### config.mk
export PLATFORM = sky130hd
export DESIGN_NAME = mesh_term_injector
export DESIGN_NICKNAME = d
export VERILOG_FILES = /design/src/rtl/mesh_term_injector.sv
export SDC_FILE = /design/constraint.sdc
export NUM_CORES = 1
export LEC_CHECK = 0
export ABC_AREA = 0
export BUFFER_PORTS_ARGS = -buffer_cell sky130_fd_sc_hd__buf_2
export CORE_MARGIN = 4
export CORE_UTILIZATION = 40
export DETAILED_ROUTE_END_ITERATION = 6
export SLEW_MARGIN = 20
export SYNTH_ARGS = -nofsm -noshare
export SYNTH_HDL_FRONTEND = slang
export SYNTH_SLANG_ARGS = --single-unit
export TNS_END_PERCENT = 100
### constraint.sdc
create_clock -name clk -period 2.4 [get_ports clk]
set_clock_uncertainty 0.1 [all_clocks]
set_input_delay 0.36 -clock clk [delete_from_list [all_inputs] [get_ports clk]]
set_output_delay 0.36 -clock clk [all_outputs]
set_load 0.02 [all_outputs]
### src/rtl/mesh_term_injector.sv
// mesh_term_injector: host-to-mesh injection FIFO that feeds one router terminal input.
// Optional MESH_INJ_SEQ_TAG_EN stamps an 8-bit sequence tag into the top payload byte.
module mesh_term_injector #(
  parameter int ROWS       = 4,
  parameter int COLUMS     = 4,
  parameter int pckg_sz    = 40,
  parameter int fifo_depth = 4,
  parameter int SELF_ROW   = 0,
  parameter int SELF_COL   = 1
) (
  input  logic                          clk,
  input  logic                          reset,
  input  logic                          in_valid,
  output logic                          in_ready,
  input  logic [3:0]                    in_row,
  input  logic [3:0]                    in_col,
  input  logic                          in_mode,
  input  logic [pckg_sz-18:0]           in_payload,
  output logic                          pndng_i_in,
  output logic [pckg_sz-1:0]            data_out_i_in,
  input  logic                          popin,
  output logic [15:0]                   drop_cnt,
  output logic [$clog2(fifo_depth):0]   occupancy,
  output logic                          err_underflow
);
  localparam int AW = $clog2(fifo_depth);
  localparam logic [3:0] RN = 4'(ROWS);
  localparam logic [3:0] R1 = 4'(ROWS + 1);
  localparam logic [3:0] CN = 4'(COLUMS);
  localparam logic [3:0] C1 = 4'(COLUMS + 1);
  localparam bit SELF_OK = ((SELF_ROW == 0 || SELF_ROW == ROWS + 1) && SELF_COL >= 1 && SELF_COL <= COLUMS) ||
                           ((SELF_COL == 0 || SELF_COL == COLUMS + 1) && SELF_ROW >= 1 && SELF_ROW <= ROWS);
  logic [pckg_sz-1:0] mem_q [fifo_depth];
  logic [AW-1:0] wr_q, wr_d, rd_q, rd_d;
  logic [AW:0] occ_q, occ_d;
  logic [15:0] drop_q, drop_d;
  logic err_q, err_d;
  logic [pckg_sz-18:0] pay;
  logic dest_ok, push, drop, pop;
  // Terminals exist only on the mesh rim, excluding the four corners.
  assign dest_ok = ((in_row == 4'd0 || in_row == R1) && in_col != 4'd0 && in_col <= CN) ||
                   ((in_col == 4'd0 || in_col == C1) && in_row != 4'd0 && in_row <= RN);
  assign in_ready = !occ_q[AW];
  assign push = in_valid && in_ready && dest_ok;
  assign drop = in_valid && in_ready && !dest_ok;
  assign pop  = popin && occ_q != '0;
`ifdef MESH_INJ_SEQ_TAG_EN
  logic [7:0] seq_q;
  always_ff @(posedge clk or negedge reset)
    if (!reset) seq_q <= '0;
    else if (push) seq_q <= seq_q + 8'd1;
  assign pay = {seq_q, in_payload[pckg_sz-26:0]};
`else
  assign pay = in_payload;
`endif
  always_comb begin
    wr_d   = push ? wr_q + AW'(1) : wr_q;
    rd_d   = pop ? rd_q + AW'(1) : rd_q;
    occ_d  = occ_q + (AW+1)'(push) - (AW+1)'(pop);
    drop_d = (drop && drop_q != 16'hFFFF) ? drop_q + 16'd1 : drop_q;
    err_d  = err_q || (popin && occ_q == '0);
  end
  always_ff @(posedge clk or negedge reset)
    if (!reset) begin
      wr_q   <= '0;
      rd_q   <= '0;
      occ_q  <= '0;
      drop_q <= '0;
      err_q  <= 1'b0;
    end else begin
      wr_q   <= wr_d;
      rd_q   <= rd_d;
      occ_q  <= occ_d;
      drop_q <= drop_d;
      err_q  <= err_d;
    end
  always_ff @(posedge clk)
    if (push) mem_q[wr_q] <= {8'h00, in_row, in_col, in_mode, pay};
  always_ff @(posedge clk)
    if (reset) assert (SELF_OK);
  assign pndng_i_in    = occ_q != '0;
  assign data_out_i_in = pndng_i_in ? mem_q[rd_q] : '0;
  assign occupancy     = occ_q;
  assign drop_cnt      = drop_q;
  assign err_underflow = err_q;
endmodule
==> results.py, run 1 <==
metrics = {
    "outcome": {
        "status": "finished clean",
    },
    "hold_path": {
        "holdPathEnd": "mem_q[3][16]$_DFFE_PP_",
        "hp-class": "input pin to flip-flop",
        "min_path_cells": 1,
        "worstHoldStart": "in_payload[16]",
    },
    "synth": {
        "ys_types": 39,
        "synthXorXnorAreaFrac": 0.0294,
        "synth-seq-area-share": 0.711,
        "yosys_warnings": 0,
        "synthCells": 341,
        "synth-compound-area-share": 0.00620,
        "ys_ff_latch": 152,
        "synth_area_um2": 6250,
        "synth.mux.area_fraction": 0.121,
        "synth_top_family_by_area": "multiplexers",
        "synth.area.top_cells": "edfxtp_1, mux4_2, dfrtp_1",
        "synth_area_leader_cell": "edfxtp_1",
        "yosysTopAreaCellShare": 0.615,
        "synth_simple_gate_area_frac": 0.0892,
        "synth_area_per_cell_um2": 18.3,
        "synthAdderAreaFrac": 0.0172,
    },
    "placed_design": {
        "gp_congestion": 0.760,
        "portBuffers": 89,
        "placedInstanceArea_um2": 7200,
        "post-place-cells": 655,
        "hpwl_um": 7960,
    },
    "sta": {
        "rsz0062_at_grt": "yes",
        "period_needed_ns": 2.36,
        "setup_viol": 0,
        "worst_slew_pin_slew_ns": 0.549,
        "max_freq_mhz": 424,
        "finalCritPeriodShare": 0.983,
        "slew_headroom": 0.634,
        "timing.hold.ws_ns": 0.0599,
        "drv_slew": 0,
        "hold_viol": 0,
    },
    "finish": {
        "nets": 509,
        "nFillCells": 1279,
        "n_antenna_cell": 0,
        "final_common_cell": "edfxtp_1",
        "fin_cells": 689,
        "final_layout_size_suffix_gt1_frac": 0.429,
        "area_delta_synth_final_pct": 25.3,
        "mostFrequentLayoutCells": "edfxtp_1, buf_2, mux4_2",
        "finalInstanceArea_um2": 7840,
    },
    "critical_path": {
        "reg2regPathDepth": 8,
        "required_ns": 1.94,
        "arrival_ns": 1.90,
        "crit-reg2reg-capture": "occupancy[2]$_DFF_PN0_",
        "reg2reg_from": "occupancy[0]$_DFF_PN0_",
        "cp-end-kind": "output pin",
        "cp-start-kind": "flip-flop",
        "worstSetupPathType": "flip-flop to output pin",
        "reg2reg_slack_ns": 0.08,
        "path_max_fanout": 16,
        "crit_path_start": "rd_q[0]$_DFFE_PN0P_",
    },
    "route": {
        "via_count": 3388,
        "routed_via_density": 4.92,
        "drtPass1Iterations": 4,
        "drt_iter0_markers": 147,
        "wl_per_cell_um": 17.6,
        "ant_nets": 0,
        "routed_wl_um": 12100,
        "drc_errors": 0,
    },
    "clock_network": {
        "path_clk_slew_ns": 0.06,
        "cts_made_buffers": 17,
        "clock_latency_ns": 0.41,
        "cts_tree": "yes",
        "clockBufferDepth": 2,
        "clock-sinks": 152,
        "cts_max_level": 4,
        "cts-root-buf": "clkbuf_16",
    },
    "global_routing": {
        "grt_max_degree": 35,
        "antenna_found_initial": 0,
        "grtUsageTotal": 0.144,
        "grt_pass1_wl_um": 19300,
        "grt_overflow_total": 0,
        "grt_pass1_vias": 3628,
    },
    "floorplanning": {
        "dieArea_um2": 17700,
        "die_h_um": 133,
        "fp.coreArea_um2": 15300,
        "start_util": 0.410,
        "pin_count": 98,
        "die_w_um": 133,
        "num_rows": 45,
    },
    "power_and_ir_drop": {
        "power.density_nw_per_um2": 1100,
        "cellLeakagePower_nw": 2.99,
        "ir_drop_v": 0.000582,
    },
    "run": {
        "max_cap_viol_count": 0,
    },
}
==> repair_timing <==
item / 4_1_cts / 5_1_grt
endpoints found under the hold margin: 24 / 0
buffers inserted: 1 / 0
gates resized for setup: 2 / 10
setup endpoints to repair: 28 / 22
pin swaps: 0 / 3
hold buffers: 1 / 0
==> critical path: stages, from the launching register on <==
cell and delay (ns):
dfrtp_2 0.42, buf_12 0.20, mux4_2 0.52, and2_1 0.18, buf_2 0.16
==> synthesized netlist by cell type (all sizes together) <==
cell and n:
nand4 7, xnor2 4, fa 1, o21bai 1, nor4 3, conb 1
nor2 4, nor3 14, o211ai 1, o21ai 1, edfxtp 128, inv 8
nand2b 1, nand3 4, buf 13, ha 7, nor3b 2, or3 2
clkbuf 10, nand2 7, xor2 17, o311a 1, and4 1, nor2b 1
nor4b 2, mux2 3, mux4 32, and2 34, dfrtp 24, o2111ai 1
and3 6
==> worst max-delay path by stage <==
stage,to,slack (ns)
global placement,occupancy[2]$_DFF_PN0_,-0.35
finish,data_out_i_in[9],0.04
floorplan,occupancy[2]$_DFF_PN0_,-0.14
global route,occupancy[2]$_DFF_PN0_,-0.06
detailed placement,occupancy[2]$_DFF_PN0_,-0.38
CTS,data_out_i_in[0],0.009
==> report_power, final <==
group / switching, mW / internal [mW] / leakage [nW]
sequential: 0.119 / 3.01 / 1.45
combinational: 1.55 / 1.33 / 1.26
clock: 1.00 / 1.62 / 0.276
==> flip-flops by register name (all words and copies together), names as in the netlist <==
| signal | cells |
|---|---|
| err_underflow | 1 |
| wr_q | 2 |
| occupancy | 3 |
| drop_cnt | 16 |
| mem_q | 128 |
| rd_q | 2 |
==> metrics by stage <==
stage,TNS (ns),util,setup slack (ns),power (mW)
2_1_floorplan,-0.201,-,-0.140,5.06
6_report,0,0.514,0.0415,8.63
4_1_cts,0,0.512,0.00919,8.70
5_1_grt,-0.334,0.514,-0.0569,9.11
3_5_place_dp,-3.35,0.472,-0.381,6.03
3_3_place_gp,-0.754,0.472,-0.345,5.99
==> per-layer routing <==
metal	up-vias	GRT usage	routed length, µm
li1	1551	-	-
met5	-	0	0
met4	0	0.0520	159
met1	1732	0.181	5250
met2	87	0.241	6160
met3	18	0.0407	561
==> cell families after synthesis <==
kind of cell,count (synthesis)
compound gates,5
xor+xnor,21
mux,35
fa+ha+maj,8
flops,152
simple gates,88
other cells,1
buf+inv,31
==> area by class of cell <==
type	count	area (µm²)	area share
clock buffer	18	429	0.0548
inverter	8	30.0	0.00383
tap	211	264	0.0337
multi-input combinational	165	1720	0.220
clock inverter	14	155	0.0198
sequential	152	4450	0.567
timing repair buffer	121	792	0.101
No activity file was read; power rests on OpenSTA's default activity.
==> run 2: changes to the inputs <==
--- a/config.mk
+++ b/config.mk
@@ -9,6 +9,7 @@
 export BUFFER_PORTS_ARGS = -buffer_cell sky130_fd_sc_hd__buf_2
 export CORE_MARGIN = 4
 export CORE_UTILIZATION = 40
+export CTS_CLUSTER_DIAMETER = 120
 export DETAILED_ROUTE_END_ITERATION = 6
 export SLEW_MARGIN = 20
 export SYNTH_ARGS = -nofsm -noshare
==> constraint.sdc (replaced) <==
create_clock -name clk -period 2.15 [get_ports clk]
set_clock_uncertainty 0.1 [all_clocks]
set_input_delay 0.3225 -clock clk [delete_from_list [all_inputs] [get_ports clk]]
set_output_delay 0.3225 -clock clk [all_outputs]
set_load 0.02 [all_outputs]
==> run 2 against run 1 <==
Against the previous run: the flow now finishes with violations (setup timing); first-iteration DRC count increased by 12%; flip-flop and latch count did not move; global-route usage is essentially flat; total power increased by 18%; non-clock buffer count rose by 3; register-to-register slack lost 0.15 ns; critical path depth rose by 1; critical endpoint is now data_out_i_in[14].
==> results.py, run 2 (synthesis results as in run 1) <==
metrics = {
    "critical_path": {
        "critPathMaxStageDelay_ns": 0.48,
        "reg2regPathDepth": 8,
        "reg2reg_from": "occupancy[2]$_DFF_PN0_",
        "arrival_ns": 1.90,
        "required_ns": 1.73,
        "reg2reg_slack_ns": -0.07,
        "path_max_fanout": 5,
        "path_cells": "buf_12, buf_16, mux4_2, and2_4, buf_6",
        "cp-start-kind": "flip-flop",
        "worst-path-buf-inv": 3,
        "critical-path-slowest-cell": "mux4_2",
        "cp-end-kind": "output pin",
        "worstSetupPathType": "flip-flop to output pin",
        "crit-reg2reg-capture": "occupancy[2]$_DFF_PN0_",
        "crit_family": "multiplexers",
    },
    "finish": {
        "finalInstanceArea_um2": 8050,
        "area_delta_synth_final_pct": 28.8,
        "n_antenna_cell": 0,
        "regMostFlops": "mem_q",
        "nets": 512,
        "final_layout_size_suffix_gt1_frac": 0.480,
        "largest_reg_flops": 128,
        "final_common_cell": "edfxtp_1",
        "mostFrequentLayoutCells": "edfxtp_1, buf_2, mux4_2",
    },
    "sta": {
        "period_needed_ns": 2.32,
        "drv_slew": 0,
        "rsz0062_at_grt": "yes",
        "fin_ws_ns": -0.171,
        "setup_viol": 33,
        "finalCritPeriodShare": 1.08,
        "worst_slew_pin_slew_ns": 0.549,
        "slew_headroom": 0.634,
        "hold_viol": 0,
        "max_freq_mhz": 431,
    },
    "outcome": {
        "status": "complete, but fails checks",
        "violations": "setup timing",
    },
    "hold_path": {
        "hp-class": "input pin to flip-flop",
        "min_path_cells": 1,
        "holdPathEnd": "mem_q[0][17]$_DFFE_PP_",
        "worstHoldStart": "in_payload[17]",
    },
    "clock_network": {
        "cts-root-buf": "clkbuf_16",
        "cts_max_level": 4,
        "cts_tree": "yes",
        "path_clk_slew_ns": 0.06,
        "cts_made_buffers": 17,
        "clock_latency_ns": 0.41,
        "clock-sinks": 152,
        "clockBufferDepth": 2,
    },
    "global_routing": {
        "grt_pass1_vias": 3596,
        "grt_pass1_wl_um": 19400,
        "grtUsageTotal": 0.145,
        "grt_max_degree": 35,
        "antenna_found_initial": 0,
        "grt_overflow_total": 0,
    },
    "placed_design": {
        "placedInstanceArea_um2": 7160,
        "hpwl_um": 7470,
        "place_ws_ns": -0.622,
        "gp_congestion": 0.759,
        "portBuffers": 89,
    },
    "floorplanning": {
        "dieArea_um2": 17700,
        "fp.coreArea_um2": 15300,
        "num_rows": 45,
        "die_w_um": 133,
        "start_util": 0.410,
        "pin_count": 98,
        "die_h_um": 133,
    },
    "route": {
        "ant_nets": 0,
        "routed_wl_um": 12200,
        "routed_via_density": 4.90,
        "drtPass1Iterations": 4,
        "drt_iter0_markers": 164,
        "wl_per_cell_um": 17.7,
        "via_count": 3380,
        "drc_errors": 0,
    },
    "run": {
        "max_cap_viol_count": 0,
    },
    "power_and_ir_drop": {
        "ir_drop_v": 0.000683,
        "power.density_nw_per_um2": 1260,
        "cellLeakagePower_nw": 3.09,
    },
}
run 2: layer usage:
metal,share of wire,global-route usage
met3,0.054,0.0395
met2,0.51,0.236
met5,0,0
met1,0.43,0.188
met4,0.0078,0.0485
run 2: through the flow:
| step | power [mW] | util | hold WS [ns] | std cells | setup TNS, ns |
|---|---|---|---|---|---|
| after floorplan | 5.66 | - | -0.0731 | 348 | -0.626 |
| after global placement | 6.75 | 0.469 | 0.244 | 652 | -41.64 |
| after detailed placement | 6.79 | 0.469 | 0.244 | 652 | -48.12 |
| after CTS | 10.0 | 0.519 | 0.00300 | 687 | -5.76 |
| after global routing | 10.7 | 0.528 | 0.00697 | 690 | -7.02 |
| final | 10.2 | 0.528 | 0.0250 | 690 | -4.48 |
run 2: final cells by class:
| type | instances | area (µm²) |
|---|---|---|
| Sequential cell | 152 | 4450 |
| Tap cell | 211 | 264 |
| Clock buffer | 18 | 429 |
| Inverter | 8 | 32.5 |
| Clock inverter | 12 | 129 |
| Fill cell | 1260 | 7210 |
| Timing Repair Buffer | 124 | 926 |
| Multi-Input combinational cell | 165 | 1820 |
run 2: timing repair:
action / CTS / global route
gates resized for setup: 31 / 35
hold endpoints to repair: 24 / 0
cloned: 2 / 0
hold buffers: 1 / 0
endpoints found under the setup margin: 34 / 45
setup buffers: 2 / 3
pin swaps: 2 / 2
run 2: worst max-delay path by stage:
stage	startpoint	to	slack [ns]	depth (start not counted)
final	rd_q[0]$_DFFE_PN0P_	data_out_i_in[14]	-0.17	5
after global routing	rd_q[0]$_DFFE_PN0P_	data_out_i_in[14]	-0.25	5
after CTS	rd_q[0]$_DFFE_PN0P_	data_out_i_in[10]	-0.22	5
after detailed placement	in_col[0]	occupancy[2]$_DFF_PN0_	-0.62	13
after global placement	in_col[0]	occupancy[2]$_DFF_PN0_	-0.54	13
after floorplan	in_col[0]	occupancy[2]$_DFF_PN0_	-0.35	12
run 2: worst register-to-register path, delay by kind of cell, from the launching register on:
kind,cells,cell delay (ns)
simple gates,2,0.58
fa+ha+maj,3,0.75
buf+inv,1,0.04
xor+xnor,2,0.27
flops,1,0.38
run 2: report_power, final:
group | internal, mW | total, mW | switching [mW]
clock network | 1.69 | 2.81 | 1.12
registers | 3.36 | 3.50 | 0.140
logic | 2.00 | 3.85 | 1.85
total | 7.05 | 10.2 | 3.11
==> run 3: changes to the inputs <==
--- a/config.mk
+++ b/config.mk
@@ -7,10 +7,12 @@
 export LEC_CHECK = 0
 export ABC_AREA = 0
 export BUFFER_PORTS_ARGS = -buffer_cell sky130_fd_sc_hd__buf_2
+export CORE_ASPECT_RATIO = 0.7
 export CORE_MARGIN = 4
-export CORE_UTILIZATION = 40
+export CORE_UTILIZATION = 51
 export CTS_CLUSTER_DIAMETER = 120
 export DETAILED_ROUTE_END_ITERATION = 6
+export PLACE_DENSITY = 0.76
 export SLEW_MARGIN = 20
 export SYNTH_ARGS = -nofsm -noshare
 export SYNTH_HDL_FRONTEND = slang
==> run 3 against run 2 <==
Against the previous run: the flow still finishes with violations (setup timing); flip-flop and latch count stayed put; non-clock buffer count increased by 5; global-route usage up 3.2 points; highest routed layer unchanged; worst setup slack gained 0.031 ns; cell count fell by 6.8%; critical path depth stayed put; sequential share of layout area shrank 1.5 points; first-iteration DRC count up 26%; hold slack improved by 0.0011 ns; clock power increased by 17%; maximum frequency increased by 1.4%.
==> results.py, run 3 (synthesis results as in run 1) <==
metrics = {
    "outcome": {
        "status": "complete, but fails checks",
        "violations": "setup timing",
    },
    "clock_network": {
        "cts-root-buf": "clkbuf_16",
        "cts_tree": "yes",
        "clock-sinks": 152,
        "path_clk_slew_ns": 0.06,
        "cts_made_buffers": 17,
        "clock_latency_ns": 0.41,
        "cts_max_level": 4,
        "clockBufferDepth": 2,
    },
    "route": {
        "drtPass1Iterations": 5,
        "drc_errors": 0,
        "routed_wl_um": 12500,
        "routed_via_density": 5.39,
        "wl_per_cell_um": 19.4,
        "via_count": 3468,
        "drt_iter0_markers": 206,
        "ant_nets": 0,
    },
    "global_routing": {
        "grt_overflow_total": 0,
        "antenna_found_initial": 0,
        "grtUsageTotal": 0.176,
        "grt_max_degree": 35,
        "grt_pass1_wl_um": 18700,
        "grt_pass1_vias": 3612,
    },
    "power_and_ir_drop": {
        "clkPwrFrac": 0.293,
        "comb_power_share": 0.392,
        "p_sw_mw": 3.22,
        "seqPwrFrac": 0.315,
        "intPower_mw": 7.98,
        "power.density_nw_per_um2": 1350,
        "switching_share": 0.287,
        "ir_drop_v": 0.000975,
        "cellLeakagePower_nw": 3.22,
    },
    "finish": {
        "area_delta_synth_final_pct": 32.4,
        "regMostFlops": "mem_q",
        "n_antenna_cell": 0,
        "finalInstanceArea_um2": 8280,
        "largest_reg_flops": 128,
        "final_layout_size_suffix_gt1_frac": 0.516,
        "nets": 517,
        "mostFrequentLayoutCells": "edfxtp_1, buf_2, buf_6",
        "final_common_cell": "edfxtp_1",
    },
    "floorplanning": {
        "pin_count": 98,
        "start_util": 0.528,
        "num_rows": 33,
        "die_h_um": 101,
        "dieArea_um2": 14100,
        "fp.coreArea_um2": 11900,
        "die_w_um": 140,
    },
    "placed_design": {
        "placedInstanceArea_um2": 7090,
        "gp_congestion": 0.827,
        "hpwl_um": 7490,
        "portBuffers": 89,
    },
    "critical_path": {
        "worstSetupPathType": "flip-flop to output pin",
        "crit_path_start": "rd_q[0]$_DFFE_PN0P_",
        "cp-end-kind": "output pin",
        "cp-start-kind": "flip-flop",
        "reg2regPathDepth": 8,
        "crit_end": "data_out_i_in[11]",
        "required_ns": 1.73,
        "crit-reg2reg-capture": "occupancy[2]$_DFF_PN0_",
        "arrival_ns": 1.87,
        "reg2reg_slack_ns": -0.11,
        "reg2reg_from": "occupancy[2]$_DFF_PN0_",
        "path_max_fanout": 5,
    },
    "hold_path": {
        "hp-class": "input pin to flip-flop",
        "worstHoldStart": "in_payload[17]",
    },
    "sta": {
        "worst_slew_pin_slew_ns": 0.541,
        "max_freq_mhz": 437,
        "period_needed_ns": 2.29,
        "setup_viol": 33,
        "fin_ws_ns": -0.140,
        "drv_slew": 0,
        "timing.hold.ws_ns": 0.0261,
        "rsz0062_at_grt": "yes",
        "hold_viol": 0,
        "slew_headroom": 0.640,
        "finalCritPeriodShare": 1.06,
    },
    "run": {
        "max_cap_viol_count": 0,
    },
}
## run 3: worst min path at each step
stage	to	slack, ns	cells after the start
2_1_floorplan	drop_cnt[0]$_DFFE_PN0P_	-0.07	0
3_3_place_gp	err_underflow$_DFF_PN0_	0.24	1
3_5_place_dp	err_underflow$_DFF_PN0_	0.24	1
4_1_cts	mem_q[3][17]$_DFFE_PP_	0.006	1
5_1_grt	mem_q[3][17]$_DFFE_PP_	0.01	1
6_report	mem_q[3][17]$_DFFE_PP_	0.03	1
## run 3: metal layers
metal	wire length [µm]	vias up	global-route usage
li1	-	1562	-
met1	5300	1772	0.231
met2	6310	120	0.296
met3	750	14	0.0398
met4	121	0	0.0611
met5	0	-	0
## run 3: metrics by stage
| stage | TNS (ns) | total power, mW | instances | utilization | setup slack [ns] |
|---|---|---|---|---|---|
| 2_1_floorplan | -0.626 | 5.66 | 348 | - | -0.352 |
| 3_3_place_gp | -36.57 | 6.69 | 599 | 0.598 | -0.531 |
| 3_5_place_dp | -47.57 | 6.75 | 599 | 0.598 | -0.593 |
| 4_1_cts | -5.18 | 10.1 | 634 | 0.657 | -0.188 |
| 5_1_grt | -5.75 | 11.7 | 643 | 0.699 | -0.190 |
| 6_report | -3.68 | 11.2 | 643 | 0.699 | -0.140 |
## run 3: area by class of cell
class,instances,area [µm²]
clock buffers,20,437
clock inverters,12,224
well taps,157,196
fillers,763,3570
multi-input cells,165,1870
flip-flops and latches,152,4450
repair buffers,129,1070
inverters,8,35.0
## run 3: worst max-delay path: stages, from the launching register on
cell	delay, ns
dfrtp_2	0.37
buf_6	0.14
clkbuf_16	0.15
mux4_2	0.50
and2_4	0.18
buf_6	0.12
## run 3: repair_timing
action	in CTS	in global routing
buffers inserted	2	6
hold endpoints to repair	24	0
pin swaps	1	2
cloned	0	3
gates resized for setup	5	117
endpoints found under the setup margin	34	39
hold buffers	1	0
## run 3: power by group through the flow
stage	Clock (mW)	Sequential, mW	Combinational [mW]
after global routing	3.48	3.55	4.65
after floorplan	0	3.64	2.03
after CTS	3.34	3.53	3.22
final	3.28	3.53	4.39
after detailed placement	0	3.59	3.16
after global placement	0	3.58	3.11
